`config.mk`:
```
export PLATFORM = sky130hd
export DESIGN_NAME = divider_result_bcd
export DESIGN_NICKNAME = d
export VERILOG_FILES = /design/src/rtl/divider_result_bcd.sv
export SDC_FILE = /design/constraint.sdc
export NUM_CORES = 1
export LEC_CHECK = 0
export CORE_MARGIN = 4
export CORE_UTILIZATION = 45
export CTS_BUF_LIST = sky130_fd_sc_hd__clkbuf_4
export DETAILED_ROUTE_END_ITERATION = 16
export PLACE_DENSITY = 0.68
export RECOVER_POWER = 25
export SYNTH_ARGS = -nofsm -noshare
export SYNTH_HDL_FRONTEND = slang
export SYNTH_SLANG_ARGS = --single-unit
```
`constraint.sdc`:
```
create_clock -name ClkPort -period 3.4 [get_ports ClkPort]
set_clock_uncertainty 0.1 [all_clocks]
set_input_delay 0.68 -clock ClkPort [delete_from_list [all_inputs] [get_ports ClkPort]]
set_output_delay 0.68 -clock ClkPort [all_outputs]
set_load 0.05 [all_outputs]
```
`src/rtl/divider_result_bcd.sv`:
```
// rtl/divider_result_bcd.sv - captures divider Quotient/Remainder on Done and converts both to packed BCD
//
// Purpose:
//   Consumer side of the 8-bit divider's Done/Ack handshake. On Done it latches
//   the binary result, runs a sequential double-dabble conversion (one bit per
//   clock, both values in parallel), publishes the BCD result, then raises Ack
//   until the divider drops Done.
//
// Ports:
//   ClkPort    in   system clock, rising edge
//   Reset      in   asynchronous, active-high reset
//   Quotient   in   [WIDTH-1:0]    divider quotient, valid while Done=1
//   Remainder  in   [WIDTH-1:0]    divider remainder, valid while Done=1
//   Done       in   divider result-valid
//   Ack        out  acknowledge to divider (high only in QA)
//   Q_bcd      out  [4*DIGITS-1:0] packed BCD quotient, digit 0 in [3:0]
//   R_bcd      out  [4*DIGITS-1:0] packed BCD remainder
//   Valid      out  high once Q_bcd/R_bcd hold a completed conversion
//   Qi/Qc/Qa   out  one-hot state: idle / converting / acknowledging
//   Q_blank    out  [DIGITS-1:0] leading-zero blank mask for Q_bcd (LEAD_ZERO_BLANK_EN only)
//   R_blank    out  [DIGITS-1:0] leading-zero blank mask for R_bcd (LEAD_ZERO_BLANK_EN only)
//
// Optional feature macro: LEAD_ZERO_BLANK_EN

module divider_result_bcd #(
  parameter int WIDTH  = 8,
  parameter int DIGITS = 3
) (
  input  logic                ClkPort,
  input  logic                Reset,
  input  logic [WIDTH-1:0]    Quotient,
  input  logic [WIDTH-1:0]    Remainder,
  input  logic                Done,
  output logic                Ack,
  output logic [4*DIGITS-1:0] Q_bcd,
  output logic [4*DIGITS-1:0] R_bcd,
  output logic                Valid,
`ifdef LEAD_ZERO_BLANK_EN
  output logic [DIGITS-1:0]   Q_blank,
  output logic [DIGITS-1:0]   R_blank,
`endif
  output logic                Qi,
  output logic                Qc,
  output logic                Qa
);

  localparam int BW = 4 * DIGITS;      // BCD field width
  localparam int WW = BW + WIDTH;      // working width {bcd, bin}
  localparam int CW = $clog2(WIDTH + 1);
  localparam logic [CW-1:0] LAST = CW'(WIDTH - 1);

  typedef enum logic [2:0] {
    S_QI = 3'b001,
    S_QC = 3'b010,
    S_QA = 3'b100
  } state_t;

  state_t state, state_nxt;

  logic [WIDTH-1:0] q_bin, r_bin;
  logic [BW-1:0]    q_work, r_work;
  logic [CW-1:0]    count;
  logic [WW-1:0]    q_step, r_step;
  logic             last_step;

  // One double-dabble iteration: every digit >= 5 gets +3 (no carry between
  // digits), then the whole {bcd, bin} word shifts left by one.
  function automatic logic [WW-1:0] dd_step(input logic [BW-1:0]    bcd,
                                            input logic [WIDTH-1:0] bin);
    logic [BW-1:0] adj;
    adj = bcd;
    for (int d = 0; d < DIGITS; d++) begin
      if (bcd[4*d +: 4] >= 4'd5)
        adj[4*d +: 4] = bcd[4*d +: 4] + 4'd3;
    end
    return {adj, bin} << 1;
  endfunction

`ifdef LEAD_ZERO_BLANK_EN
  // Bit d set when digit d and every higher digit are zero; digit 0 always shown.
  function automatic logic [DIGITS-1:0] blank_mask(input logic [BW-1:0] bcd);
    logic [DIGITS-1:0] m;
    logic              all_zero;
    m        = '0;
    all_zero = 1'b1;
    for (int d = DIGITS - 1; d >= 1; d--) begin
      all_zero = all_zero && (bcd[4*d +: 4] == 4'd0);
      m[d]     = all_zero;
    end
    return m;
  endfunction
`endif

  always_comb begin
    q_step = dd_step(q_work, q_bin);
    r_step = dd_step(r_work, r_bin);
  end

  assign last_step = (count == LAST);

  // ---------------------------------------------------------------------------
  // FSM: state register
  // ---------------------------------------------------------------------------
  always_ff @(posedge ClkPort or posedge Reset) begin
    if (Reset)
      state <= S_QI;
    else
      state <= state_nxt;
  end

  // ---------------------------------------------------------------------------
  // FSM: next-state logic. Done is deliberately ignored while converting.
  // ---------------------------------------------------------------------------
  always_comb begin
    state_nxt = state;
    unique case (state)
      S_QI: if (Done)      state_nxt = S_QC;
      S_QC: if (last_step) state_nxt = S_QA;
      S_QA: if (!Done)     state_nxt = S_QI;
      default:             state_nxt = S_QI;
    endcase
  end

  // ---------------------------------------------------------------------------
  // FSM: Moore outputs decoded from state
  // ---------------------------------------------------------------------------
  always_comb begin
    Ack = 1'b0;
    Qi  = 1'b0;
    Qc  = 1'b0;
    Qa  = 1'b0;
    unique case (state)
      S_QI: Qi = 1'b1;
      S_QC: Qc = 1'b1;
      S_QA: begin
        Qa  = 1'b1;
        Ack = 1'b1;
      end
      default: Qi = 1'b0;
    endcase
  end

  // ---------------------------------------------------------------------------
  // Datapath: capture, shift/convert, publish. The published result is taken
  // straight from the final step so it lands on the same edge as QC->QA, and
  // the previous result stays visible until then.
  // ---------------------------------------------------------------------------
  always_ff @(posedge ClkPort or posedge Reset) begin
    if (Reset) begin
      q_bin   <= '0;
      r_bin   <= '0;
      q_work  <= '0;
      r_work  <= '0;
      count   <= '0;
      Q_bcd   <= '0;
      R_bcd   <= '0;
      Valid   <= 1'b0;
`ifdef LEAD_ZERO_BLANK_EN
      Q_blank <= '0;
      R_blank <= '0;
`endif
    end else begin
      if (state == S_QI && Done) begin
        q_bin  <= Quotient;
        r_bin  <= Remainder;
        q_work <= '0;
        r_work <= '0;
        count  <= '0;
      end else if (state == S_QC) begin
        q_work <= q_step[WW-1 -: BW];
        r_work <= r_step[WW-1 -: BW];
        q_bin  <= q_step[WIDTH-1:0];
        r_bin  <= r_step[WIDTH-1:0];
        count  <= count + CW'(1);
        if (last_step) begin
          Q_bcd   <= q_step[WW-1 -: BW];
          R_bcd   <= r_step[WW-1 -: BW];
          Valid   <= 1'b1;
`ifdef LEAD_ZERO_BLANK_EN
          Q_blank <= blank_mask(q_step[WW-1 -: BW]);
          R_blank <= blank_mask(r_step[WW-1 -: BW]);
`endif
        end
      end
    end
  end

endmodule

```
=== Yosys cells after proc, flatten, opt, wreduce, memory -nomap -nowiden ===
Cells that the tools add are included.

* Register bits: 72
* Input port bits: 19
* Output and inout bits: 29
* Logic and storage cells: 57

* Add/sub/neg operators: 7
* Order comparisons: 6
* Equal/unequal tests: 7
* Muxes and demuxes: 23
* Bitwise gates (word level): 1
* Reduce and logical (&&, ||, !) cells: 4

{| class="wikitable"
|+ Operator list
! kind !! count
|-
| $mux W12 || 4
|-
| $mux W8 || 4
|-
| $ge A4 B3 Y1 const B || 6
|-
| $mux W4 || 6
|-
| $add A4 B2 Y4 const B || 4
|-
| $mux W3 || 5
|-
| $pmux W3 S3 || 1
|-
| $add A3 B2 Y3 const B || 2
|-
| $ne A2 B2 Y1 const B || 3
|-
| $reduce_and A3 Y1 || 2
|-
| $add A4 B1 Y4 const B || 1
|-
| $eq A4 B3 Y1 const B || 1
|-
| $eq A3 B1 Y1 const B || 1
|-
| $eq A3 B2 Y1 const B || 1
|-
| $eq A3 B3 Y1 const B || 1
|-
| $mux W1 || 3
|-
| $reduce_bool A2 Y1 || 1
|-
| $logic_and A1 B1 Y1 || 1
|-
| $not A1 Y1 || 1
|}

=== Logic depth before layout (Yosys ltp) ===
* Word-level depth: 4
* Gate-level depth with buffers: 8
* Mapped depth without buffers: 6

=== Least setup slack after synthesis ===
No wires, ideal clock.

* Path kind: register -> output
* From: register state[1]
* To: output port Qa
* Data arrival time: 2.038 ns
* Data required time: 2.620 ns
* Path slack: 0.582 ns
* Cell stages (with the launch flop): 3
* Buffers on the path: 1
* Cell sequence: dfrtp_1 > nor3b_1 > buf_4

* Cells in the longest elaborated chain, start to end: 2

{| class="wikitable"
|+ Ends and longest elaborated chain
! what !! RTL line !! source
|-
| start, declared || 58 || <nowiki>state_t state, state_nxt;</nowiki>
|-
| start signal, assigned || 108 || <nowiki>state <= state_nxt;</nowiki>
|-
| $eq A3 B3 Y1 || -- ||
|-
| $mux W1 || -- ||
|-
| end, declared || 44 || <nowiki>output logic Qa</nowiki>
|}

Every way passes these cells.

=== Worst setup path in the final report ===
* From: register state[2]
* To: output port Ack

* Cells in the longest elaborated chain, start to end: 2

{| class="wikitable"
|+ Ends and longest elaborated chain
! what !! RTL line !! source
|-
| $eq A3 B3 Y1 || 132 || <nowiki>unique case (state)</nowiki>
|-
| $mux W1 || 132 ||
|-
| end, declared || 34 || <nowiki>output logic Ack,</nowiki>
|}

Every way passes these cells.

==> impl_results.md <==
* Pins Over Slew Limit at 0
* Critical path launch point type: register
* Wire length per cell at 13.4 µm
* Seq/Total Area, Yosys at 0.527
* #FFs+latches synth at 72
* Fin nets at 415
* Worst Hold Class: register to register
* Top delay family on crit path: buffers and inverters
* Netlist Area Pre-Place at approximately 0.0034 mm²
* Critical Path, Cell by Cell: nor3b_1 > clkdlybuf4s50_1
* Worst setup margin at 0.431 ns
* WP data required at about 2.6 ns
* Post CTS Setup Buffer Count at 0
* R2r setup slk at 1.30 ns
* CP Class: register to primary output
* CTS tree: done
* Avg Inst Size Synth at about 10 µm²
* Final Cycle Share at 0.873
* Worst hold endpoint: Valid
* First-pass GRT wire length at 11.2 mm
* Clk sink count at 72
* Place WS at 0.829 ns
* Crit path largest cell delay at 0.90 ns
* Hold Buf Count CTS at 0
* Maximum clock path buffer count at 2
* Crit path DAT at ~2.2 ns
* Antenna violations before repair at 0
* Async SR Flop Fraction at 1.00
* Layout cells sized above 1 at 0.0876
* DIE AREA at 0.00907 mm²
* Clock Latency Late Sink at 0.42 ns
* Fillers at 634
* Buffers on Ports at 47
* Top cells by area, synth: dfrtp_1 52%, nand2_1 6.6%, o21ai_0 6.3%
* Setup TNS at 0 ns
* Met3 Wirelength at 225 µm
* Worst hold start: Valid
* Routability cong. at 0.802
* Dpl cells at 471
* Leakage power at 1.80 nW
* Post-detailed-route count of antenna-violating nets at 0
* CTS buffer count at 9
* Worst-margin pin slew at about 1.2 ns
* Total track usage at 0.158
* Mapped Nets at 372
* PwrDens at 587 mW/mm²
* Worst R2R Start: state[2]
* Reg2Reg Capture Point: R_bcd[0]
* Max layer used: met4
* Final WL at 6.54 mm
* Hold Path Stages at 1
* Die width at between 90 and 100 µm
* Most frequent cells in the layout: 71 x dfrtp_1, 60 x nand2_1, 45 x clkdlybuf4s50_1
* Die H at ~95 µm
* Status: finished clean
* Clock transition at path regs at roughly 0.11 ns
* Critical-path maximum fanout at 5
* Wl on met1 at 3.09 mm
* Vias at 2,485
* Vias per Instance at approximately 5.1
* Max cap viols at 0
* Post-synth EDFFs at 0
* CP endpoint kind: primary output
* Antenna Cells at 0
* Core Footprint at 0.00733 mm²
* Min cycle time layout at 2.97 ns
* Most common cell after layout, fill and taps aside: dfrtp_1
* Final Hold Fails at 0
* Fmax at roughly 340 MHz
* Synth area leader: dfrtp_1
* Pin count of the biggest net entering global routing at 51
* DR WL met2 at 3.11 mm
* Slowest CP cell: clkdlybuf4s50_1
* First-pass iteration count of the detailed router at 4
* Placement Rows at 31
* Max VDD drop at 301 µV
* RSZ-0062 raised after global routing: no
* I/O pin cnt at 48
* H-tree Lvls at 3
* Area share of the largest cell type after synthesis at 0.519
* Starting density of the core at 0.467
* Post_cts resized at 0
* Cell variety after synth at 30
* Synth Instances at 340
* Synth warnings at 0
* Number of global-route vias before repair at about 2,400
* Synth Flop Type: dfrtp_1
* Origin of the worst setup path: state[2]
* Setup violators final at 0
* Iter 0 DRT Violations at 86
* Relative slew slack at 0.213
* CP bufs+invs at 1
* Hpwl dp at 4.33 mm
* Fin cells at ~500
* Remaining Overflow, GRT at 0
* Layout area overhead at 20.4%
* Root buf cell: clkbuf_4
* Residual DRC at 0
* FF-to-FF path depth at 4
==> worst register-to-register path: cells and delay by family (launching register included) <==
kind,cells,cell delay [ns]
buffers and inverters,1,0.21
DFF,1,0.45
muxes,1,0.39
and+or+nand+nor,2,0.85
==> layout make-up <==
| type | count | area [µm²] | share of cell area |
|---|---|---|---|
| timing repair buffer | 52 | 503 | 0.122 |
| inverter | 14 | 57.6 | 0.0140 |
| sequential | 72 | 1800 | 0.437 |
| clock buffer | 9 | 67.6 | 0.0164 |
| tap | 99 | 124 | 0.0300 |
| multi-input combinational | 234 | 1450 | 0.351 |
| clock inverter | 7 | 119 | 0.0288 |
==> worst max-delay path by stage <==
stage | endpoint | slack (ns) | cells past startpoint
finish | Ack | 0.43 | 2
global route | q_work[2] | 0.20 | 3
CTS | Ack | 0.35 | 2
detailed placement | Ack | 0.83 | 2
global placement | Ack | 0.86 | 2
floorplan | Qa | 0.58 | 2
==> routing by layer <==
| metal | vias up | track usage |
|---|---|---|
| met3 | 12 | 0.0276 |
| met1 | 1170 | 0.205 |
| li1 | 1260 | - |
| met4 | 0 | 0.0673 |
| met2 | 43 | 0.260 |
| met5 | - | 0 |
==> stage by stage <==
stage               utilization  cell area (µm²)  power [mW]  hold WS [ns]
floorplan                     -             3420        1.59         0.363
finish                    0.562             4120        2.42         0.379
global route              0.562             4120        2.58         0.412
global placement          0.539             3950        1.73         0.356
CTS                       0.564             4140        2.45         0.389
detailed placement        0.539             3950        1.76         0.356
==> report_power, final <==
group	switching, mW	internal, mW
Sequential	0.0943	0.998
Combinational	0.381	0.258
Clock	0.314	0.373
Total	0.790	1.63
==> cells in the mapped netlist (all sizes together), types with 2 or more instances <==
library cell / instances
o22ai: 17
a21oi: 23
xnor2: 7
dfrtp: 71
nor3b: 17
mux2: 8
nor2: 10
nand2b: 7
inv: 13
o21ai: 43
clkbuf: 7
nand3: 5
ha: 13
buf: 13
xor2: 2
nand2: 61
a221o: 5
mux2i: 10
==> cell families after synthesis <==
kind of cell | share of synthesized area
and+or+nand+nor | 0.148
DFF | 0.527
buffers and inverters | 0.0523
xor gates and xnor gates | 0.0230
AOI/OAI and AO/OA | 0.144
muxes | 0.0577
adders and majority gates | 0.0475
==> sequential cells by signal, summed over array words and instances (netlist names) <==
name	count
q_bin	8
R_bcd	12
count	4
state	3
r_bin	8
q_work	12
r_work	12
Q_bcd	12
Valid	1
Note: power is estimated with default switching activity, not from simulation.
